### src/rtl/buf2_access_sequencer_if.sv
// Bus bundle between buf2_access_sequencer and its clients: camera writer, edge engine,
// VGA reader and the frame buffer 2 RAM.
interface buf2_access_sequencer_if #(
  parameter int ADDR_W = 17,
  parameter int DATA_W = 12
);
  logic              req_capture_i;
  logic              req_filter_i;
  logic              cam_vsync_i;
  logic              cam_we_i;
  logic [ADDR_W-1:0] cam_addr_i;
  logic [DATA_W-1:0] cam_data_i;
  logic              filt_rst_o;
  logic              filt_en_o;
  logic              filt_done_i;
  logic [ADDR_W-1:0] filt_rdaddr_i;
  logic [DATA_W-1:0] filt_rddata_o;
  logic              filt_we_i;
  logic [ADDR_W-1:0] filt_wraddr_i;
  logic [DATA_W-1:0] filt_wrdata_i;
  logic [ADDR_W-1:0] vga_rdaddr_i;
  logic [DATA_W-1:0] vga_rddata_o;
  logic [ADDR_W-1:0] buf_rdaddr_o;
  logic [DATA_W-1:0] buf_rddata_i;
  logic              buf_we_o;
  logic [ADDR_W-1:0] buf_wraddr_o;
  logic [DATA_W-1:0] buf_wrdata_o;
  logic              busy_o;
  logic [1:0]        mode_o;
  logic              done_o;

  modport slave (
    input  req_capture_i, req_filter_i, cam_vsync_i, cam_we_i, cam_addr_i, cam_data_i,
           filt_done_i, filt_rdaddr_i, filt_we_i, filt_wraddr_i, filt_wrdata_i,
           vga_rdaddr_i, buf_rddata_i,
    output filt_rst_o, filt_en_o, filt_rddata_o, vga_rddata_o, buf_rdaddr_o,
           buf_we_o, buf_wraddr_o, buf_wrdata_o, busy_o, mode_o, done_o
  );

  modport master (
    output req_capture_i, req_filter_i, cam_vsync_i, cam_we_i, cam_addr_i, cam_data_i,
           filt_done_i, filt_rdaddr_i, filt_we_i, filt_wraddr_i, filt_wrdata_i,
           vga_rdaddr_i, buf_rddata_i,
    input  filt_rst_o, filt_en_o, filt_rddata_o, vga_rddata_o, buf_rdaddr_o,
           buf_we_o, buf_wraddr_o, buf_wrdata_o, busy_o, mode_o, done_o
  );
endinterface

### src/rtl/buf2_access_sequencer.sv
// Frame buffer 2 owner: sequences DISPLAY/CAPTURE/FILTER and muxes the RAM ports.
// Optional filter watchdog and FAULT state enabled by defining BUF2_WDT_EN.
//
// state     | meaning
// DISPLAY   | VGA owns reads, no writes, accepts requests
// CAP_WAIT  | waiting for first vsync rise
// CAP_RUN   | camera owns writes until next vsync rise
// FILT_ARM  | engine out of reset, not yet enabled
// FILT_RUN  | engine enabled, owns reads and writes
// FILT_END  | engine back in reset, done pulse
// FAULT     | watchdog expired, waiting for any request
module buf2_access_sequencer #(
  parameter int ADDR_W     = 17,
  parameter int DATA_W     = 12,
  parameter int WDT_CYCLES = 400000
) (
  input  logic                   clk_i,
  input  logic                   rst_ni,
  buf2_access_sequencer_if.slave bus
);

  if (WDT_CYCLES < 1 || WDT_CYCLES > 524288) begin : g_wdt_range_bad
    $error("WDT_CYCLES does not fit the 19-bit watchdog counter");
  end

  typedef enum logic [2:0] {
    S_DISPLAY  = 3'd0,
    S_CAP_WAIT = 3'd1,
    S_CAP_RUN  = 3'd2,
    S_FILT_ARM = 3'd3,
    S_FILT_RUN = 3'd4,
`ifdef BUF2_WDT_EN
    S_FAULT    = 3'd6,
`endif
    S_FILT_END = 3'd5
  } state_t;

  state_t            r_state, w_state_nxt;
  logic              r_vsync_q, w_vsync_rise;
  logic              r_pend_cap, r_pend_filt, w_pend_cap_nxt, w_pend_filt_nxt;
  logic [1:0]        r_mode, w_mode_nxt;
  logic              r_busy, r_filt_rst, r_filt_en, r_rd_filt;
  logic              w_filt_rd, w_wdt_tc;
  logic              w_we;
  logic [ADDR_W-1:0] w_rdaddr, w_wraddr;
  logic [DATA_W-1:0] w_wrdata;

  assign w_vsync_rise = bus.cam_vsync_i & ~r_vsync_q;
  assign w_filt_rd    = (r_state == S_FILT_ARM) || (r_state == S_FILT_RUN);

`ifdef BUF2_WDT_EN
  logic [18:0] r_wdt_cnt;
  assign w_wdt_tc = (r_wdt_cnt == '0);

  always_ff @(posedge clk_i or negedge rst_ni) begin
    if (!rst_ni)
      r_wdt_cnt <= '0;
    else if (r_state == S_FILT_ARM)
      r_wdt_cnt <= 19'(WDT_CYCLES - 1);
    else if (r_state == S_FILT_RUN && !w_wdt_tc)
      r_wdt_cnt <= r_wdt_cnt - 19'd1;
  end
`else
  assign w_wdt_tc = 1'b0;
`endif

  always_ff @(posedge clk_i or negedge rst_ni) begin
    if (!rst_ni) begin
      r_state     <= S_DISPLAY;
      r_vsync_q   <= 1'b0;
      r_pend_cap  <= 1'b0;
      r_pend_filt <= 1'b0;
      r_mode      <= 2'b00;
      r_busy      <= 1'b0;
      r_filt_rst  <= 1'b1;
      r_filt_en   <= 1'b0;
      r_rd_filt   <= 1'b0;
    end else begin
      r_state     <= w_state_nxt;
      r_vsync_q   <= bus.cam_vsync_i;
      r_pend_cap  <= w_pend_cap_nxt;
      r_pend_filt <= w_pend_filt_nxt;
      r_mode      <= w_mode_nxt;
      r_busy      <= (w_state_nxt != S_DISPLAY);
      r_filt_rst  <= !((w_state_nxt == S_FILT_ARM) || (w_state_nxt == S_FILT_RUN));
      r_filt_en   <= (w_state_nxt == S_FILT_RUN);
      r_rd_filt   <= w_filt_rd;
    end
  end

  // Pending filter goes out on the DISPLAY cycle's edge, so DISPLAY shows for exactly one cycle.
  always_comb begin
    w_state_nxt     = r_state;
    w_pend_cap_nxt  = r_pend_cap;
    w_pend_filt_nxt = r_pend_filt;
    if (r_state != S_DISPLAY) begin
      if (bus.req_capture_i) w_pend_cap_nxt = 1'b1;
      if (bus.req_filter_i)  w_pend_filt_nxt = 1'b1;
    end
    case (r_state)
      S_DISPLAY: begin
        if (bus.req_capture_i || r_pend_cap) begin
          w_state_nxt    = S_CAP_WAIT;
          w_pend_cap_nxt = 1'b0;
          if (bus.req_filter_i) w_pend_filt_nxt = 1'b1;
        end else if (bus.req_filter_i || r_pend_filt) begin
          w_state_nxt     = S_FILT_ARM;
          w_pend_filt_nxt = 1'b0;
        end
      end
      S_CAP_WAIT: if (w_vsync_rise) w_state_nxt = S_CAP_RUN;
      S_CAP_RUN:  if (w_vsync_rise) w_state_nxt = S_DISPLAY;
      S_FILT_ARM: w_state_nxt = S_FILT_RUN;
      S_FILT_RUN: begin
        if (bus.filt_done_i) w_state_nxt = S_FILT_END;
`ifdef BUF2_WDT_EN
        else if (w_wdt_tc)   w_state_nxt = S_FAULT;
`endif
      end
      S_FILT_END: w_state_nxt = S_DISPLAY;
`ifdef BUF2_WDT_EN
      S_FAULT: begin
        if (bus.req_capture_i || bus.req_filter_i) begin
          w_state_nxt     = S_DISPLAY;
          w_pend_cap_nxt  = 1'b0;
          w_pend_filt_nxt = 1'b0;
        end
      end
`endif
      default: w_state_nxt = S_DISPLAY;
    endcase

    w_mode_nxt = 2'b00;
    case (w_state_nxt)
      S_CAP_WAIT, S_CAP_RUN:             w_mode_nxt = 2'b01;
      S_FILT_ARM, S_FILT_RUN, S_FILT_END: w_mode_nxt = 2'b10;
`ifdef BUF2_WDT_EN
      S_FAULT:                           w_mode_nxt = 2'b11;
`endif
      default:                           w_mode_nxt = 2'b00;
    endcase
  end

  always_comb begin
    w_we     = 1'b0;
    w_wraddr = '0;
    w_wrdata = '0;
    if (r_state == S_CAP_RUN) begin
      w_we     = bus.cam_we_i;
      w_wraddr = bus.cam_addr_i;
      w_wrdata = bus.cam_data_i;
    end else if (r_state == S_FILT_RUN) begin
      w_we     = bus.filt_we_i;
      w_wraddr = bus.filt_wraddr_i;
      w_wrdata = bus.filt_wrdata_i;
    end
  end

  assign w_rdaddr = w_filt_rd ? bus.filt_rdaddr_i : bus.vga_rdaddr_i;

  assign bus.buf_rdaddr_o  = w_rdaddr;
  assign bus.buf_we_o      = w_we;
  assign bus.buf_wraddr_o  = w_wraddr;
  assign bus.buf_wrdata_o  = w_wrdata;
  assign bus.filt_rddata_o = bus.buf_rddata_i;
  assign bus.vga_rddata_o  = r_rd_filt ? '0 : bus.buf_rddata_i;
  assign bus.filt_rst_o    = r_filt_rst;
  assign bus.filt_en_o     = r_filt_en;
  assign bus.busy_o        = r_busy;
  assign bus.mode_o        = r_mode;
  assign bus.done_o        = ((r_state == S_CAP_RUN) && w_vsync_rise) || (r_state == S_FILT_END);

endmodule
### src/flat_wrapper.sv
// flat-port wrapper written by rule: the top's interface ports become plain ports
module buf2_access_sequencer_flat 
#(
  parameter int ADDR_W     = 17,
  parameter int DATA_W     = 12,
  parameter int WDT_CYCLES = 400000
)
  (clk_i, rst_ni, bus_req_capture_i, bus_req_filter_i, bus_cam_vsync_i, bus_cam_we_i, bus_cam_addr_i, bus_cam_data_i, bus_filt_done_i, bus_filt_rdaddr_i, bus_filt_we_i, bus_filt_wraddr_i, bus_filt_wrdata_i, bus_vga_rdaddr_i, bus_buf_rddata_i, bus_filt_rst_o, bus_filt_en_o, bus_filt_rddata_o, bus_vga_rddata_o, bus_buf_rdaddr_o, bus_buf_we_o, bus_buf_wraddr_o, bus_buf_wrdata_o, bus_busy_o, bus_mode_o, bus_done_o);
  buf2_access_sequencer_if #(.ADDR_W(ADDR_W), .DATA_W(DATA_W)) bus_i ();
  input  logic clk_i;
  input  logic rst_ni;
  input wire logic [$bits(bus_i.req_capture_i)-1:0] bus_req_capture_i;
  input wire logic [$bits(bus_i.req_filter_i)-1:0] bus_req_filter_i;
  input wire logic [$bits(bus_i.cam_vsync_i)-1:0] bus_cam_vsync_i;
  input wire logic [$bits(bus_i.cam_we_i)-1:0] bus_cam_we_i;
  input wire logic [$bits(bus_i.cam_addr_i)-1:0] bus_cam_addr_i;
  input wire logic [$bits(bus_i.cam_data_i)-1:0] bus_cam_data_i;
  input wire logic [$bits(bus_i.filt_done_i)-1:0] bus_filt_done_i;
  input wire logic [$bits(bus_i.filt_rdaddr_i)-1:0] bus_filt_rdaddr_i;
  input wire logic [$bits(bus_i.filt_we_i)-1:0] bus_filt_we_i;
  input wire logic [$bits(bus_i.filt_wraddr_i)-1:0] bus_filt_wraddr_i;
  input wire logic [$bits(bus_i.filt_wrdata_i)-1:0] bus_filt_wrdata_i;
  input wire logic [$bits(bus_i.vga_rdaddr_i)-1:0] bus_vga_rdaddr_i;
  input wire logic [$bits(bus_i.buf_rddata_i)-1:0] bus_buf_rddata_i;
  output wire logic [$bits(bus_i.filt_rst_o)-1:0] bus_filt_rst_o;
  output wire logic [$bits(bus_i.filt_en_o)-1:0] bus_filt_en_o;
  output wire logic [$bits(bus_i.filt_rddata_o)-1:0] bus_filt_rddata_o;
  output wire logic [$bits(bus_i.vga_rddata_o)-1:0] bus_vga_rddata_o;
  output wire logic [$bits(bus_i.buf_rdaddr_o)-1:0] bus_buf_rdaddr_o;
  output wire logic [$bits(bus_i.buf_we_o)-1:0] bus_buf_we_o;
  output wire logic [$bits(bus_i.buf_wraddr_o)-1:0] bus_buf_wraddr_o;
  output wire logic [$bits(bus_i.buf_wrdata_o)-1:0] bus_buf_wrdata_o;
  output wire logic [$bits(bus_i.busy_o)-1:0] bus_busy_o;
  output wire logic [$bits(bus_i.mode_o)-1:0] bus_mode_o;
  output wire logic [$bits(bus_i.done_o)-1:0] bus_done_o;
  assign bus_i.req_capture_i = bus_req_capture_i;
  assign bus_i.req_filter_i = bus_req_filter_i;
  assign bus_i.cam_vsync_i = bus_cam_vsync_i;
  assign bus_i.cam_we_i = bus_cam_we_i;
  assign bus_i.cam_addr_i = bus_cam_addr_i;
  assign bus_i.cam_data_i = bus_cam_data_i;
  assign bus_i.filt_done_i = bus_filt_done_i;
  assign bus_i.filt_rdaddr_i = bus_filt_rdaddr_i;
  assign bus_i.filt_we_i = bus_filt_we_i;
  assign bus_i.filt_wraddr_i = bus_filt_wraddr_i;
  assign bus_i.filt_wrdata_i = bus_filt_wrdata_i;
  assign bus_i.vga_rdaddr_i = bus_vga_rdaddr_i;
  assign bus_i.buf_rddata_i = bus_buf_rddata_i;
  assign bus_filt_rst_o = bus_i.filt_rst_o;
  assign bus_filt_en_o = bus_i.filt_en_o;
  assign bus_filt_rddata_o = bus_i.filt_rddata_o;
  assign bus_vga_rddata_o = bus_i.vga_rddata_o;
  assign bus_buf_rdaddr_o = bus_i.buf_rdaddr_o;
  assign bus_buf_we_o = bus_i.buf_we_o;
  assign bus_buf_wraddr_o = bus_i.buf_wraddr_o;
  assign bus_buf_wrdata_o = bus_i.buf_wrdata_o;
  assign bus_busy_o = bus_i.busy_o;
  assign bus_mode_o = bus_i.mode_o;
  assign bus_done_o = bus_i.done_o;
  buf2_access_sequencer #(.ADDR_W(ADDR_W), .DATA_W(DATA_W), .WDT_CYCLES(WDT_CYCLES)) u_core (.clk_i(clk_i), .rst_ni(rst_ni), .bus(bus_i));
endmodule
### config.mk
export PLATFORM = sky130hd
export DESIGN_NAME = buf2_access_sequencer_flat
export DESIGN_NICKNAME = d
export VERILOG_FILES = /design/src/rtl/buf2_access_sequencer_if.sv /design/src/rtl/buf2_access_sequencer.sv /design/src/flat_wrapper.sv
export SDC_FILE = /design/constraint.sdc
export NUM_CORES = 1
export LEC_CHECK = 0
export CAP_MARGIN = 20
export CORE_MARGIN = 2
export CORE_UTILIZATION = 21
export DETAILED_ROUTE_END_ITERATION = 8
export GPL_TIMING_DRIVEN = 0
export PLACE_DENSITY = 0.89
export SLEW_MARGIN = 20
export SYNTH_ARGS = -nofsm -noshare
export SYNTH_HDL_FRONTEND = slang
export SYNTH_SLANG_ARGS = --single-unit
### constraint.sdc
create_clock -name clk_i -period 1.8 [get_ports clk_i]
set_input_delay 0.18 -clock clk_i [delete_from_list [all_inputs] [get_ports clk_i]]
set_output_delay 0.18 -clock clk_i [all_outputs]
set_load 0.03 [all_outputs]
==> qor.csv <==
stage,metric,value,unit
floorplan,dieArea,0.00655,sq mm
critical_path,ff2ff_path_depth,6,
timing,setup_tns,-5.51,ns
yosys,synth_top_area_share,22.2,%
floorplan,num_rows,28,
placed_design,dpl_cell_area,0.00322,sq mm
critical_path,worst_setup_path_end_kind,primary output,
placed_design,portBuffers,188,
placed_design,gp_congestion,0.752,
outcome,violations,negative setup slack,
timing,worstMarginPinSlew,0.526,ns
power_and_ir_drop,power-per-cell-area,1320,mW/mm^2
critical_path,crit_chain,"or2_4, o21ai_4, buf_12, buf_12, mux2_4, buf_6",
grt,overflow,0,
grt,grt_max_degree,13,
floorplan,die_height,80.9,microns
yosys,synth_seq_cells,12,
power_and_ir_drop,ir_drop,0.000757,V
critical_path,cp_max_fo,5,
critical_path,cp-start-kind,register,
critical_path,critPathKind,reg -> out,
detailed_routing,num_vias,1823,
yosys,ys_warn_count,0,
timing,fin_crit_sh,110,%
critical_path,critPathBufInv,3,
final_layout,diodes,0,
power_and_ir_drop,power_leakage,1.56,nW
cts,cts_buffers,3,
critical_path,worstPathArrival,1.80,ns
final_layout,drive_gt1_share,33.0,%
timing,rsz0062_at_grt,yes,
final_layout,final_nets,446,
timing,fin_skew,0.00266,ns
critical_path,cp_common_cell,buf_12,
floorplan,coreArea,0.00582,sq mm
critical_path,path_delay_family,flip-flops,
yosys,netlist_instances,129,
outcome,status,finished with violations,
final_layout,most-common-layout-cells,"clkdlybuf4s50_1, buf_6, a22o_1, buf_4, mux2_4",
cts,path_clk_slew,0.05,ns
power_and_ir_drop,power,4.65,mW
grt,grt_antenna_before_repair,0,
cts,insertion_delay,0.25,ns
timing,fin_crit,1.98,ns
timing,finalHoldViolCount,0,
placed_design,dp_slack,-0.603,ns
yosys,yosys.cell_types.count,29,
final_layout,area_delta_synth_final,184,%
yosys,ys_seq_area_share,24.3,%
yosys,yosysTopAreaCell,dfrtp_1,
detailed_routing,first_pass_iters,4,
yosys,syn_area_per_cell,9.63,sq um
detailed_routing,drt_iter0_markers,26,
grt,track_usage,15.6,%
critical_path,cp_slowest_cell,dfrtp_2,
final_layout,layout_commonest_cell,clkdlybuf4s50_1,
detailed_routing,ant_nets,0,
grt,grt_pass1_vias,1734,
detailed_routing,wl_per_cell,14.0,microns
final_layout,stdcell_area,0.00353,sq mm
detailed_routing,drt_wl_total,5720,microns
floorplan,die_x,80.9,microns
worst_hold_path,hold_class,in -> async,
cts,numClockSinks,12,
floorplan,start_util,21.4,%
detailed_routing,drc,0,
critical_path,slowest_delay,0.40,ns
critical_path,cp.depth,6,
timing,hold_slack,0.283,ns
timing,timing.final.ws_setup,-0.184,ns
critical_path,cp.required,1.62,ns
timing,maxSlewHeadroom,64.8,%
timing,max_freq,0.504,GHz
cts,cts_root_buf,clkbuf_8,
grt,grt_pass1_wl,7980,microns
cts,holdBufCountCts,0,
run,cap_violations,0,
yosys,synth_nets,241,
timing,setup_viol,47,
detailed_routing,vias_per_cell,4.47,
timing,slew_violations,0,
floorplan,ios,189,
placed_design,dpl.hpwl,4500,microns
cts,cts_max_level,1,
cts,tritoncts,done,
yosys,synth.area.top_cells,"dfrtp_1, a22o_1, mux2_4",
yosys,syn_area,0.00124,sq mm
cts,clk_path_buf_depth,2,
[worst paths after layout]
check,from,end,slack [ns]
worst max-delay path,u_core.r_state[1]$_DFF_PN0_,bus_buf_rdaddr_o[14],-0.18
worst min-delay path,rst_ni,u_core.r_state[0]$_DFF_PN0_,0.28
worst max register to register,u_core.r_state[0]$_DFF_PN0_,u_core.bus.mode_o[0]$_DFF_PN0_,0.30
worst min register to register,u_core.r_pend_filt$_DFF_PN0_,u_core.bus.filt_rst_o$_DFF_PN1_,0.54
max in group asynchronous,rst_ni,u_core.r_state[1]$_DFF_PN0_,1.14
min in group clk_i,bus_cam_vsync_i,u_core.r_vsync_q$_DFF_PN0_,0.42
[cell usage after synthesis]
| cell | instances |
|---|---|
| buf_2 | 6 |
| a21oi_1 | 4 |
| o22ai_1 | 1 |
| o21ai_4 | 1 |
| a31oi_1 | 2 |
| and3_1 | 1 |
| nand2b_1 | 1 |
| nor3_1 | 2 |
| buf_6 | 1 |
| or2_1 | 1 |
| or2_2 | 1 |
| o21ai_0 | 2 |
| nor2b_1 | 13 |
| mux2_2 | 9 |
| clkbuf_1 | 3 |
| nand3_1 | 1 |
| a211o_1 | 1 |
| dfrtp_1 | 11 |
| mux2_4 | 9 |
| a2bb2oi_1 | 1 |
| nand3b_1 | 3 |
| o31ai_1 | 2 |
| or2b_1 | 1 |
| dfstp_2 | 1 |
| a22o_1 | 30 |
| buf_4 | 12 |
| buf_12 | 1 |
| inv_1 | 1 |
| nor2_1 | 7 |
[per-layer routing]
metal	vias up	global-route usage, %	wire length, microns
met5	-	0	0
met4	0	6.10	118
met3	9	5.33	726
met2	123	28.0	2990
met1	808	16.9	1880
li1	883	-	-
[area by class of cell]
cell class              instances  area (sq um)
multi-input cells              93           817
inverters                       1          3.75
clock buffers                   4          55.1
flip-flops and latches         12           303
plain buffers                  22           189
repair buffers                201          2070
well taps                      75          93.8
fillers                       480          2290
[report_power, final]
group	switching [mW]	internal, mW
combinational	1.95	1.97
clock	0.103	0.194
sequential	0.0498	0.387
[flip-flops by register name, indices dropped and copies added, names as in the netlist]
signal	cells
u_core.r_state	3
u_core.bus.mode_o	2
u_core.bus.filt_en_o	1
u_core.r_vsync_q	1
u_core.r_rd_filt	1
u_core.r_pend_filt	1
u_core.r_pend_cap	1
u_core.bus.busy_o	1
u_core.bus.filt_rst_o	1
[cells by family (layout without fill, tap and decap cells)]
kind of cell    after synthesis  in the layout  synth area share (%)
compound gates               44             44                  29.0
simple gates                 31             31                  14.3
buf+inv                      24            228                  13.4
mux                          18             18                  19.0
flops                        12             12                  24.3
[timing repair]
| action | in CTS | in global routing |
|---|---|---|
| buffers inserted | 7 | 4 |
| cloned | 1 | 1 |
| pin swaps | 1 | 5 |
| gates resized for setup | 249 | 158 |
| endpoints found under the setup margin | 58 | 48 |
[worst reg2reg max path, stage by stage (launching register included)]
cell and delay (ns):
dfrtp_1 0.40, buf_6 0.14, buf_4 0.13, buf_4 0.13, nor3_1 0.28, a2bb2oi_1 0.22
nor2_1 0.06
[metrics by stage]
stage / cells / util [%]
floorplan: 129 / -
global placement: 392 / 55.3
detailed placement: 392 / 55.3
CTS: 404 / 59.6
global route: 408 / 60.7
finish: 408 / 60.7
No activity file was read; power rests on OpenSTA's default activity.
==> RTL edit, RTL diff (same settings) <==
The 6 states of `state_t` get a Gray code encoding in 3 bits.
--- a/src/rtl/buf2_access_sequencer.sv
+++ b/src/rtl/buf2_access_sequencer.sv
@@ -24,15 +24,15 @@
   end
 
   typedef enum logic [2:0] {
-    S_DISPLAY  = 3'd0,
-    S_CAP_WAIT = 3'd1,
-    S_CAP_RUN  = 3'd2,
-    S_FILT_ARM = 3'd3,
-    S_FILT_RUN = 3'd4,
+    S_DISPLAY  = 3'b000,
+    S_CAP_WAIT = 3'b001,
+    S_CAP_RUN  = 3'b011,
+    S_FILT_ARM = 3'b010,
+    S_FILT_RUN = 3'b110,
 `ifdef BUF2_WDT_EN
     S_FAULT    = 3'd6,
 `endif
-    S_FILT_END = 3'd5
+    S_FILT_END = 3'b111
   } state_t;
 
   state_t            r_state, w_state_nxt;
Behaviour: no difference found for any inputs over 10 cycles, from zero or initial values and one cycle with rst_ni low; not proved beyond that.
==> RTL edit against the unedited design <==
  * Sequential cell count is the same
  * Worst setup slack gained 0.25 ns
  * Sequential power grew 3%
  * Critical path depth is the same
  * Design area shrank 13%
  * First-iteration DRC count grew to 2.6 times the old value
  * Synthesized area shrank 3.2%
  * Wire length grew 1.6%
  * Combinational power shrank 16%
  * Sequential share of layout area grew 1.3 points
  * Total power shrank 15%
  * Final cell count grew 4.7%
==> RTL edit: results <==
route:
  met1_length_um: 1810
  drtIter0Drc: 68
  routed_wl_um: 5810
  avgRoutedWirePerCell_um: 13.6
  met2_wirelength_um: 3200
  num_vias: 1891
  route.met3.wl_um: 692
  dr.max_layer_used: "met4"
cts:
  htree_levels: 1
  clk_pin_slew_ns: 0.05
  cts-resized-gates: 195
  post-cts-setup-buffer-count: 2
placed_design:
  place_area_um2: 3170
  hpwlAfterDp_um: 5050
  post-place-ws_ns: -0.327
  place_congestion: 0.793
  dp.cells: 422
logic_synthesis:
  muxShareOfSynthArea: 0
  synth_common_cells: "54 x nand2_1, 30 x a22o_1, 13 x nor2b_1"
  synth_xor_area_frac: 0
  syn_nets: 274
  ys_types: 25
  syn_avg_cell_area_um2: 7.42
  synth_compound_area_frac: 0.276
  ys_seq_area_frac: 0.251
  synthTopCellsByArea: "dfrtp_1 23%, a22o_1 22%, nand2_1 17%"
timing:
  finalClockSkew_ns: 0.00531
  relSlewSlack: 0.641
critical_path:
  arrival_ns: 1.55
  max_stage_delay_ns: 0.44
  worstPathMaxFanout: 10
cells_and_area:
  layout.nets: 468
  clock_area_frac: 0.0147
  final_layout_size_suffix_gt1_frac: 0.231
  post-route-util: 0.556
  buf_share: 0.616
  num-fill-cells: 530
  multi_input_area_share: 0.235
  nMultiInputCombCells: 122
  signal_buffers: 214
  n_all_inverters: 3
grt:
  grt_pass1_wl_um: 8670
  met2_usage: 0.349
  globalRouteMet1Util: 0.165
  grtUsageTotal: 0.171
  met3_usage: 0.0419
run_status:
  outcome: "complete, no violations"
power:
  ir_drop_uv: 656
  power.density_nw_per_um2: 1300
  total_power_mw: 3.98
  pwr-share-seq: 0.114
  p_leak_nw: 1.47
  switching_share: 0.542
-- RTL edit: cell count changes after synthesis, moves of 2 or more --
cell / unedited run / this run
a31oi_1: 2 / 0
buf_6: 1 / 5
inv_2: 0 / 2
mux2_2: 9 / 0
mux2_4: 9 / 0
nand2_1: 0 / 54
nand3b_1: 3 / 1
o21ai_0: 2 / 0
o31ai_1: 2 / 0
-- RTL edit: path summary, 6_finish.rpt --
check                             startpoint              endpoint  cells past startpoint  slack [ns]
hold reg to reg            u_core.r_pend_cap     u_core.r_pend_cap                      2        0.57
min in group clk_i           bus_cam_vsync_i      u_core.r_vsync_q                      1        0.46
setup reg to reg           u_core.r_state[2]     u_core.r_state[1]                      3        0.50
max in group asynchronous             rst_ni     u_core.r_state[1]                      1        1.12
setup / recovery           u_core.r_state[1]  bus_buf_wrdata_o[11]                      6        0.07
hold / removal                        rst_ni     u_core.bus.busy_o                      1        0.29
